File: src/rtl/nios2_oci_trace_capture.sv
// Trace capture front end: unpacks multi-frame DCT beats into a FIFO,
// exposes the FIFO through a valid/ready read port and tracks the test
// lifecycle (run, drain, done) along with frame and error statistics.
module nios2_oci_trace_capture #(
    parameter int FRAME_W = 10,
    parameter int LANES   = 3,
    parameter int CNT_W   = 4,
    parameter int DEPTH   = 16
) (
    input  logic                       clk,
    input  logic                       reset_n,
    input  logic                       enable,
    input  logic                       dct_valid,
    output logic                       dct_ready,
    input  logic [FRAME_W*LANES-1:0]   dct_buffer,
    input  logic [CNT_W-1:0]           dct_count,
    input  logic                       test_ending,
    input  logic                       test_has_ended,
    output logic                       rd_valid,
    input  logic                       rd_ready,
    output logic [FRAME_W-1:0]         rd_data,
    output logic [$clog2(DEPTH):0]     fill_level,
    output logic [31:0]                frame_total,
    output logic                       bad_count,
    output logic [1:0]                 state,
    output logic                       done
);

    localparam int PTR_W  = $clog2(DEPTH);
    localparam int FILL_W = PTR_W + 1;
    localparam int REM_W  = $clog2(LANES + 1);

    typedef enum logic [1:0] {
        IDLE  = 2'd0,
        RUN   = 2'd1,
        DRAIN = 2'd2,
        DONE  = 2'd3
    } state_t;

    state_t                     cur_state, nxt_state;
    logic [FRAME_W*LANES-1:0]   beat_buf;
    logic [REM_W-1:0]           rem;
    logic [REM_W-1:0]           lane;
    logic [FRAME_W-1:0]         mem [DEPTH];
    logic [PTR_W-1:0]           wr_ptr, rd_ptr;
    logic [FILL_W-1:0]          fill;
    logic [FRAME_W-1:0]         last_data;
    logic [FRAME_W-1:0]         cur_frame;
    logic [31:0]                total;
    logic                       bad;
    logic                       accept, push, pop, flush, start;

    // Handshakes are derived only from registered state, so dct_ready never
    // depends combinationally on dct_valid.
    assign dct_ready   = (cur_state == RUN) && (rem == '0);
    assign accept      = dct_valid && dct_ready;
    assign rd_valid    = (fill != '0);
    assign pop         = rd_valid && rd_ready;
    assign push        = (rem != '0) && ((fill < FILL_W'(DEPTH)) || pop);
    assign flush       = !enable;
    assign start       = (cur_state == IDLE) && enable;
    assign cur_frame   = beat_buf[int'(lane)*FRAME_W +: FRAME_W];

    // When empty the read port keeps showing the most recently popped frame.
    assign rd_data     = rd_valid ? mem[rd_ptr] : last_data;
    assign fill_level  = fill;
    assign frame_total = total;
    assign bad_count   = bad;
    assign state       = cur_state;
    assign done        = (cur_state == DONE);

    // Lifecycle state register.
    always_ff @(posedge clk or negedge reset_n) begin
        if (!reset_n) cur_state <= IDLE;
        else          cur_state <= nxt_state;
    end

    // Lifecycle transitions; dropping enable overrides everything else.
    always_comb begin
        nxt_state = cur_state;
        if (!enable) begin
            nxt_state = IDLE;
        end else begin
            case (cur_state)
                IDLE:    nxt_state = RUN;
                RUN:     if (test_ending || test_has_ended) nxt_state = DRAIN;
                DRAIN:   if (test_has_ended && (rem == '0) && (fill == '0)) nxt_state = DONE;
                DONE:    nxt_state = DONE;
                default: nxt_state = IDLE;
            endcase
        end
    end

    // Unpacker: latches a beat and walks its lanes one per FIFO write.
    always_ff @(posedge clk or negedge reset_n) begin
        if (!reset_n) begin
            beat_buf <= '0;
            rem      <= '0;
            lane     <= '0;
        end else if (flush) begin
            rem      <= '0;
            lane     <= '0;
        end else if (accept) begin
            beat_buf <= dct_buffer;
            lane     <= '0;
            rem      <= (dct_count > CNT_W'(LANES)) ? REM_W'(LANES) : REM_W'(dct_count);
        end else if (push) begin
            lane     <= lane + REM_W'(1);
            rem      <= rem - REM_W'(1);
        end
    end

    // FIFO storage; contents need no reset because occupancy gates reads.
    always_ff @(posedge clk) begin
        if (push && !flush) mem[wr_ptr] <= cur_frame;
    end

    // FIFO pointers and occupancy; pointers wrap naturally at DEPTH.
    always_ff @(posedge clk or negedge reset_n) begin
        if (!reset_n) begin
            wr_ptr    <= '0;
            rd_ptr    <= '0;
            fill      <= '0;
            last_data <= '0;
        end else if (flush) begin
            wr_ptr    <= '0;
            rd_ptr    <= '0;
            fill      <= '0;
        end else begin
            if (push) wr_ptr <= wr_ptr + PTR_W'(1);
            if (pop) begin
                rd_ptr    <= rd_ptr + PTR_W'(1);
                last_data <= mem[rd_ptr];
            end
            case ({push, pop})
                2'b10:   fill <= fill + FILL_W'(1);
                2'b01:   fill <= fill - FILL_W'(1);
                default: fill <= fill;
            endcase
        end
    end

    // Session statistics: cleared when a session starts, held while idle.
    always_ff @(posedge clk or negedge reset_n) begin
        if (!reset_n) begin
            total <= '0;
            bad   <= 1'b0;
        end else if (start) begin
            total <= '0;
            bad   <= 1'b0;
        end else if (!flush) begin
            if (push && (total != '1)) total <= total + 32'd1;
            if (accept && (dct_count > CNT_W'(LANES))) bad <= 1'b1;
        end
    end

endmodule

File: config.mk
export PLATFORM = sky130hd
export DESIGN_NAME = nios2_oci_trace_capture
export DESIGN_NICKNAME = d
export VERILOG_FILES = /design/src/rtl/nios2_oci_trace_capture.sv
export SDC_FILE = /design/constraint.sdc
export NUM_CORES = 1
export LEC_CHECK = 0
export ABC_AREA = 1
export ABC_CLOCK_PERIOD_IN_PS = 3100
export BUFFER_PORTS_ARGS = -buffer_cell sky130_fd_sc_hd__buf_2
export CAP_MARGIN = 20
export CORE_MARGIN = 2
export CORE_UTILIZATION = 55
export DETAILED_ROUTE_END_ITERATION = 7
export GPL_TIMING_DRIVEN = 1
export PLACE_DENSITY = 0.78
export SLEW_MARGIN = 20
export SYNTH_ARGS = -nofsm -noshare
export SYNTH_HDL_FRONTEND = slang
export SYNTH_SLANG_ARGS = --single-unit
export TNS_END_PERCENT = 20
File: constraint.sdc
create_clock -name clk -period 3.1 [get_ports clk]
set_clock_uncertainty 0.1 [all_clocks]
set_input_delay 0.155 -clock clk [delete_from_list [all_inputs] [get_ports clk]]
set_output_delay 0.155 -clock clk [all_outputs]
set_load 0.03 [all_outputs]
==> results.md, run 1 <==
| Quantity | This run | Unit |
| --- | --- | --- |
| Final setup violating endpoints | 0 | - |
| Setup Slack @ Placement | 0.711 | ns |
| Cell count of the worst reg-to-reg path | 10 | - |
| Final sum of negative setup slack | 0 | ns |
| Final Max Tran Viols | 0 | - |
| Vertical die dimension | 150 | um |
| Final weighted congestion in routability-driven placement | 0.918 | - |
| Critical register-to-register path endpoint | rem[1] | - |
| Signal arrival time at the worst endpoint | 3.24 | ns |
| Setup Fix Bufs, Post-CTS | 0 | - |
| Non-filler cells, final | 1665 | - |
| Fraction of layout instances using a drive strength above 1 | 0.159 | - |
| Top-Level Pins | 94 | - |
| # DRC | 0 | - |
| Clock tree from TritonCTS | done | - |
| Unrepaired setup endpoints after global routing | no | - |
| Maximum clock frequency | 348 | MHz |
| Largest voltage drop on the vdd net | 578 | uV |
| Crit path kind | register to register | - |
| Antenna diode count | 0 | - |
| DR vias/cell | 5.50 | - |
| Outcome | complete, no violations | - |
| Syn nets | 1269 | - |
| Detailed-route via count | 9151 | - |
| Slew Limit Headroom | 0.361 | - |
| Core Util, Final | 0.661 | - |
| Number of storage elements in the synthesis netlist | 252 | - |
| Antenna violations before repair | 0 | - |
| Period utilisation layout | 0.927 | - |
| Signed area change from the synthesized netlist to the final layout | 18.4 | % |
| Crit. Startpoint | rem[1] | - |
| First-pass detailed-route iteration total | 5 | - |
| Number of clock sinks | 252 | - |
| Total of warnings raised by yosys | 0 | - |
| Cell types occupying the most area after synthesis | edfxtp_1, dfrtp_1, nand2_1 | - |
| IO Port Bufs | 93 | - |
| Cell leakage power | 5.90 | nW |
| Number of synthesized flops with an enable pin | 160 | - |
| Standard-cell row count | 53 | - |
| PnR worst setup slack | 0.226 | ns |
| Path type of the worst min-delay path | primary input to register | - |
| Leading cell type by number of instances after synthesis | nand2_1 | - |
| Hold path start | test_ending | - |
| Die area | 22500 | sq um |
| Total of cells resized after clock tree synthesis | 0 | - |
| Req. time, crit path | 3.47 | ns |
| Detailed Place HPWL | 18300 | um |
| Worst-margin pin slew | 0.958 | ns |
| Worst Hold Depth | 6 | - |
| Max-capacitance violation count | 0 | - |
| Chip Width | 150 | um |
| Proportion of register bits with asynchronous set or reset after synthesis | 0.365 | - |
| Overall fraction of global-route tracks in use | 0.259 | - |
| Share of the yosys chip area belonging to registers | 0.608 | - |
| Via count of the first global-routing pass | 8969 | - |
| Power density over the cells | 887 | nW/um^2 |
| Routed length per instance | 17.1 | um |
| Final min period | 2.87 | ns |
| Count of hold-fix buffers inserted at cts | 42 | - |
| Minimum hold slack | 0.100 | ns |
| Count of filler cells inserted in the layout | 1571 | - |
| Largest area contributor in the synthesized netlist | edfxtp_1 | - |
| Wire length of the first global-routing pass | 45700 | um |
| Total Nets Final | 1422 | - |
| Worst Hold End | state[0] | - |
| Residual antenna-violating net count after detailed routing | 0 | - |
| Skew-Pair Late Insertion Delay | 0.53 | ns |
| Register-to-register path setup slack | 0.23 | ns |
| Number of buffers on the longest clock path | 3 | - |
| Pin count of the biggest net entering global routing | 75 | - |
| Startpoint of the lowest-slack register-to-register path | rem[1] | - |
| Count of different cell masters after synthesis | 38 | - |
| Most frequently used flop master after synthesis | edfxtp_1 | - |
| Worst Setup End Kind | register | - |
| Total clock buffers created by CTS | 25 | - |
| CTS H-tree depth | 1 | - |
| Avg Cell Area, Syn | 9.60 | sq um |
| Mapped Area | 11700 | sq um |
| Area share of the leading cell type in the synthesized netlist | 0.411 | - |
| DRC marker count from the first detailed-route iteration | 854 | - |
| Number of hold-slack violations in the final timing report | 0 | - |
| Effective utilization at floorplan | 0.558 | - |
| Crit-path max FO | 32 | - |
| Clock-pin slew reported for the worst setup and hold paths after clock tree synthesis | 0.07 | ns |
| Total wire length | 28400 | um |
| CTS root buf | clkbuf_16 | - |
| Nature of the critical path startpoint | register | - |
| Synthesized instance count | 1219 | - |
| Core region area | 21000 | sq um |
| Total congestion overflow | 0 | - |
| List of most frequent post-synthesis cells | nand2_1, edfxtp_1, nor2_1, dfrtp_1, o21ai_0 | - |
| Number of cells in the design after placement | 1578 | - |
[final cells by class]
class	count	area, sq um	share of cell area
Clock buffer	28	647	0.0467
Clock inverter	17	224	0.0162
Inverter	87	355	0.0257
Multi-Input combinational cell	828	3950	0.285
Sequential cell	252	7110	0.513
Tap cell	275	344	0.0248
Timing Repair Buffer	178	1220	0.0883
[state kept, by name (all words and copies together) (netlist names)]
name         cells
fill_level       5
lane             2
rd_ptr           4
state            2
beat_buf        30
bad_count        1
rem              2
mem            160
wr_ptr           4
frame_total     32
last_data       10
[routing by layer]
layer	routed length [um]	share of wire	track usage	vias to the layer above
met1	11500	0.40	0.337	4359
met5	0	0	0	-
met2	14400	0.51	0.458	357
li1	-	-	-	4388
met4	630	0.022	0.0698	0
met3	1880	0.066	0.0366	47
[power by group]
group          leakage (nW)  switching [mW]  internal [mW]  total, mW
clock network         0.422            1.27           1.92       3.19
registers              2.66           0.340           4.58       4.92
logic                  2.82            3.01           1.17       4.18
total                  5.90            4.62           7.67       12.3
[logic make-up after synthesis]
logic type      share of synthesized area
compound gates                     0.0873
fa+ha+maj                         0.00963
buf+inv                            0.0548
flops                               0.608
simple gates                        0.224
xor+xnor                           0.0165
[cell usage in the layout (no fill, tap or decap), types with 17 or more instances in the layout]
master and count:
a21oi_1 33, buf_2 92, buf_4 43, clkbuf_16 25
dfrtp_1 91, dlygate4sd3_1 42, edfxtp_1 160, inv_1 81
nand2_1 363, nand2_2 23, nand3_1 63, nor2_1 130
nor3_1 22, o211ai_1 17, o21ai_0 89
[worst max-delay path, stage by stage, from the launching register on]
cell	delay [ns]
dfrtp_1	0.39
inv_1	0.06
ha_1	0.33
inv_1	0.10
nor2_1	0.27
nand2_1	0.22
nor2_2	0.16
buf_4	0.34
nor2_1	0.09
o21ai_0	0.16
dlygate4sd3_1	0.58
[through the flow]
step / instance area (sq um) / power (mW)
floorplan: 11700 / 7.71
global placement: 12600 / 8.92
detailed placement: 12600 / 9.04
CTS: 13900 / 12.3
global route: 13900 / 13.0
finish: 13900 / 12.3
[worst max path at each step]
stage | endpoint | slack [ns] | cells after the start
detailed placement | beat_buf[3] | 0.71 | 9
floorplan | mem[12][0] | 0.80 | 7
CTS | rem[1] | 0.24 | 10
global route | rd_data[2] | 0.07 | 9
global placement | beat_buf[18] | 0.76 | 9
finish | rem[1] | 0.23 | 10
Power figures use the tool's default switching activity.
==> run 2: changes to the inputs <==
SETUP_SLACK_MARGIN = 0.3   (was default)
==> run 2 against run 1 <==
Combinational power grew 1%. Core utilization grew 0.17 points. Global-route usage is essentially flat. Largest power group unchanged. Final cell count is essentially flat. Clock power is essentially flat. Die area is the same. Flip-flop and latch count is the same.
==> results.md, run 2 (synthesis results as in run 1) <==
| Quantity | This run | Unit | Delta |
| --- | --- | --- | --- |
| Outcome | complete, no violations | - |  |
| Commonest non-fill, non-tap cells in the layout | nand2_1, edfxtp_1, nor2_1 | - |  |
| Number of buffers on the longest clock path | 3 | - | unchanged |
| Maximum clock frequency | 370 | MHz | +6.4% |
| Final sum of negative setup slack | 0 | ns | unchanged |
| Max stage delay on crit path | 0.50 | ns | -0.08 ns |
| Cell leakage power | 5.91 | nW | +0.24% |
| Instance area after placement | 12600 | sq um | unchanged |
| Worst Setup End Kind | primary output | - |  |
| Slew Limit Headroom | 0.361 | - | -0.000406 |
| Max-capacitance violation count | 0 | - | unchanged |
| Wire length of the first global-routing pass | 45700 | um | about the same |
| Effective utilization at floorplan | 0.558 | - | unchanged |
| Largest voltage drop on the vdd net | 586 | uV | +1.4% |
| Power density over the cells | 887 | nW/um^2 | about the same |
| Via count of the first global-routing pass | 8967 | - | -0.022% |
| CTS root buf | clkbuf_16 | - |  |
| Path type of the worst min-delay path | primary input to register | - |  |
| Design area | 13900 | sq um | +0.26% |
| Top-Level Pins | 94 | - | unchanged |
| Chip Width | 150 | um | unchanged |
| Signal arrival time at the worst endpoint | 2.45 | ns | -0.79 ns |
| Detailed Place HPWL | 18300 | um | unchanged |
| Total Nets Final | 1423 | - | +0.070% |
| Pin count of the biggest net entering global routing | 75 | - | unchanged |
| Antenna diode count | 0 | - | unchanged |
| Period utilisation layout | 0.871 | - | -0.0557 |
| Crit-path max FO | 16 | - | -50% |
| Family with the most delay on the worst path | compound AO/OA/AOI/OAI gates | - |  |
| Nature of the critical path startpoint | register | - |  |
| Detailed-route via count | 9212 | - | +0.67% |
| Final weighted congestion in routability-driven placement | 0.918 | - | unchanged |
| Req. time, crit path | 2.84 | ns | -0.63 ns |
| Routed length per instance | 17.2 | um | +0.87% |
| Skew-Pair Late Insertion Delay | 0.53 | ns | about the same |
| Overall fraction of global-route tracks in use | 0.259 | - | about the same |
| Most frequent CP cell | nand2_1 | - |  |
| DR vias/cell | 5.53 | - | +0.61% |
| Register name with the most flops | mem | - |  |
| Final min period | 2.70 | ns | -0.173 ns |
| Clock tree from TritonCTS | done | - |  |
| Total clock buffers created by CTS | 25 | - | unchanged |
| Clock-pin slew reported for the worst setup and hold paths after clock tree synthesis | 0.06 | ns | about the same |
| Number of clock sinks | 252 | - | unchanged |
| Number of hold-slack violations in the final timing report | 0 | - | unchanged |
| Fraction of layout instances using a drive strength above 1 | 0.161 | - | +0.00204 |
| Sequence of cells on the critical path | buf_4 -> o21ai_0 -> o211ai_1 -> o31ai_1 -> o21ai_1 -> nand2_1 -> nand2_1 -> buf_2 | - |  |
| IO Port Bufs | 93 | - | unchanged |
| # DRC | 0 | - | unchanged |
| DRC marker count from the first detailed-route iteration | 827 | - | -3.2% |
| Largest register FFs | 160 | - | unchanged |
| Total wire length | 28700 | um | +0.93% |
| Crit path kind | register to primary output | - |  |
| Final Max Tran Viols | 0 | - | unchanged |
| Final setup violating endpoints | 0 | - | unchanged |
| Unrepaired setup endpoints after global routing | no | - |  |
| Signed area change from the synthesized netlist to the final layout | 18.7 | % |  |
| Core region area | 21000 | sq um | unchanged |
| Slowest stage cell on the critical path | dfrtp_1 | - |  |
| First-pass detailed-route iteration total | 5 | - | unchanged |
| Critical path buffers and inverters | 2 | - | -2 |
| Die area | 22500 | sq um | unchanged |
| Leading cell type in the layout, fill and taps excluded | nand2_1 | - |  |
| Residual antenna-violating net count after detailed routing | 0 | - | unchanged |
| Vertical die dimension | 150 | um | unchanged |
| Antenna violations before repair | 0 | - | unchanged |
| Total congestion overflow | 0 | - | unchanged |
| Standard-cell row count | 53 | - | unchanged |
| Count of filler cells inserted in the layout | 1560 | - | -0.70% |
| CTS H-tree depth | 1 | - | unchanged |
| Worst-margin pin slew | 0.958 | ns | +0.000610 ns |
==> run 2: worst paths after layout <==
check / start / endpoint / slack (ns) / cells past startpoint
worst max-delay path: rd_ptr[1] / rd_data[2] / 0.40 / 8
worst min-delay path: test_ending / state[0] / 0.10 / 6
worst max register to register: rem[1] / frame_total[1] / 0.67 / 10
worst min register to register: beat_buf[5] / beat_buf[5] / 0.36 / 2
max in group asynchronous: reset_n / beat_buf[3] / 1.94 / 3
min in group asynchronous: reset_n / last_data[5] / 0.20 / 2
==> run 2: tightest hold or removal path: stages <==
cell	delay, ns
buf_2	0.08
nor2_1	0.03
o21ai_0	0.16
nor3_1	0.07
nand2_1	0.10
o21ai_0	0.09
==> run 2: metrics by stage <==
step	util	setup WS [ns]	std cells	power, mW	hold slack [ns]
floorplan	-	0.800	1219	7.71	-0.241
global placement	0.599	0.761	1578	8.92	0.256
detailed placement	0.599	0.711	1578	9.04	0.259
CTS	0.661	0.282	1664	12.3	0.0836
global route	0.663	0.265	1666	13.0	0.153
finish	0.663	0.399	1666	12.3	0.101
==> run 2: what timing repair did <==
action | 4_1_cts | 5_1_grt
pin swaps | 0 | 0
hold buffers | 41 | 0
cloned | 0 | 1
buffers inserted | 0 | 1
endpoints found under the hold margin | 114 | 0
setup endpoints to repair | 2 | 10
resized for setup | 1 | 4
==> run 2: cell type report <==
class,instances,area (sq um),area share
multi-input cells,828,3950,0.285
flip-flops and latches,252,7110,0.512
clock buffers,28,647,0.0466
repair buffers,179,1260,0.0905
clock inverters,17,224,0.0161
well taps,275,344,0.0248
inverters,87,355,0.0256
==> run 2: power by group <==
part	switching [mW]	internal, mW
registers	0.335	4.58
logic	3.04	1.18
clock network	1.26	1.92
==> run 2: metal layers <==
| layer | GRT usage | vias up | wire [um] |
|---|---|---|---|
| met5 | 0 | - | 0 |
| met4 | 0.0693 | 0 | 714 |
| met3 | 0.0366 | 54 | 1940 |
| met2 | 0.458 | 378 | 14500 |
| met1 | 0.337 | 4389 | 11500 |
| li1 | - | 4391 | - |
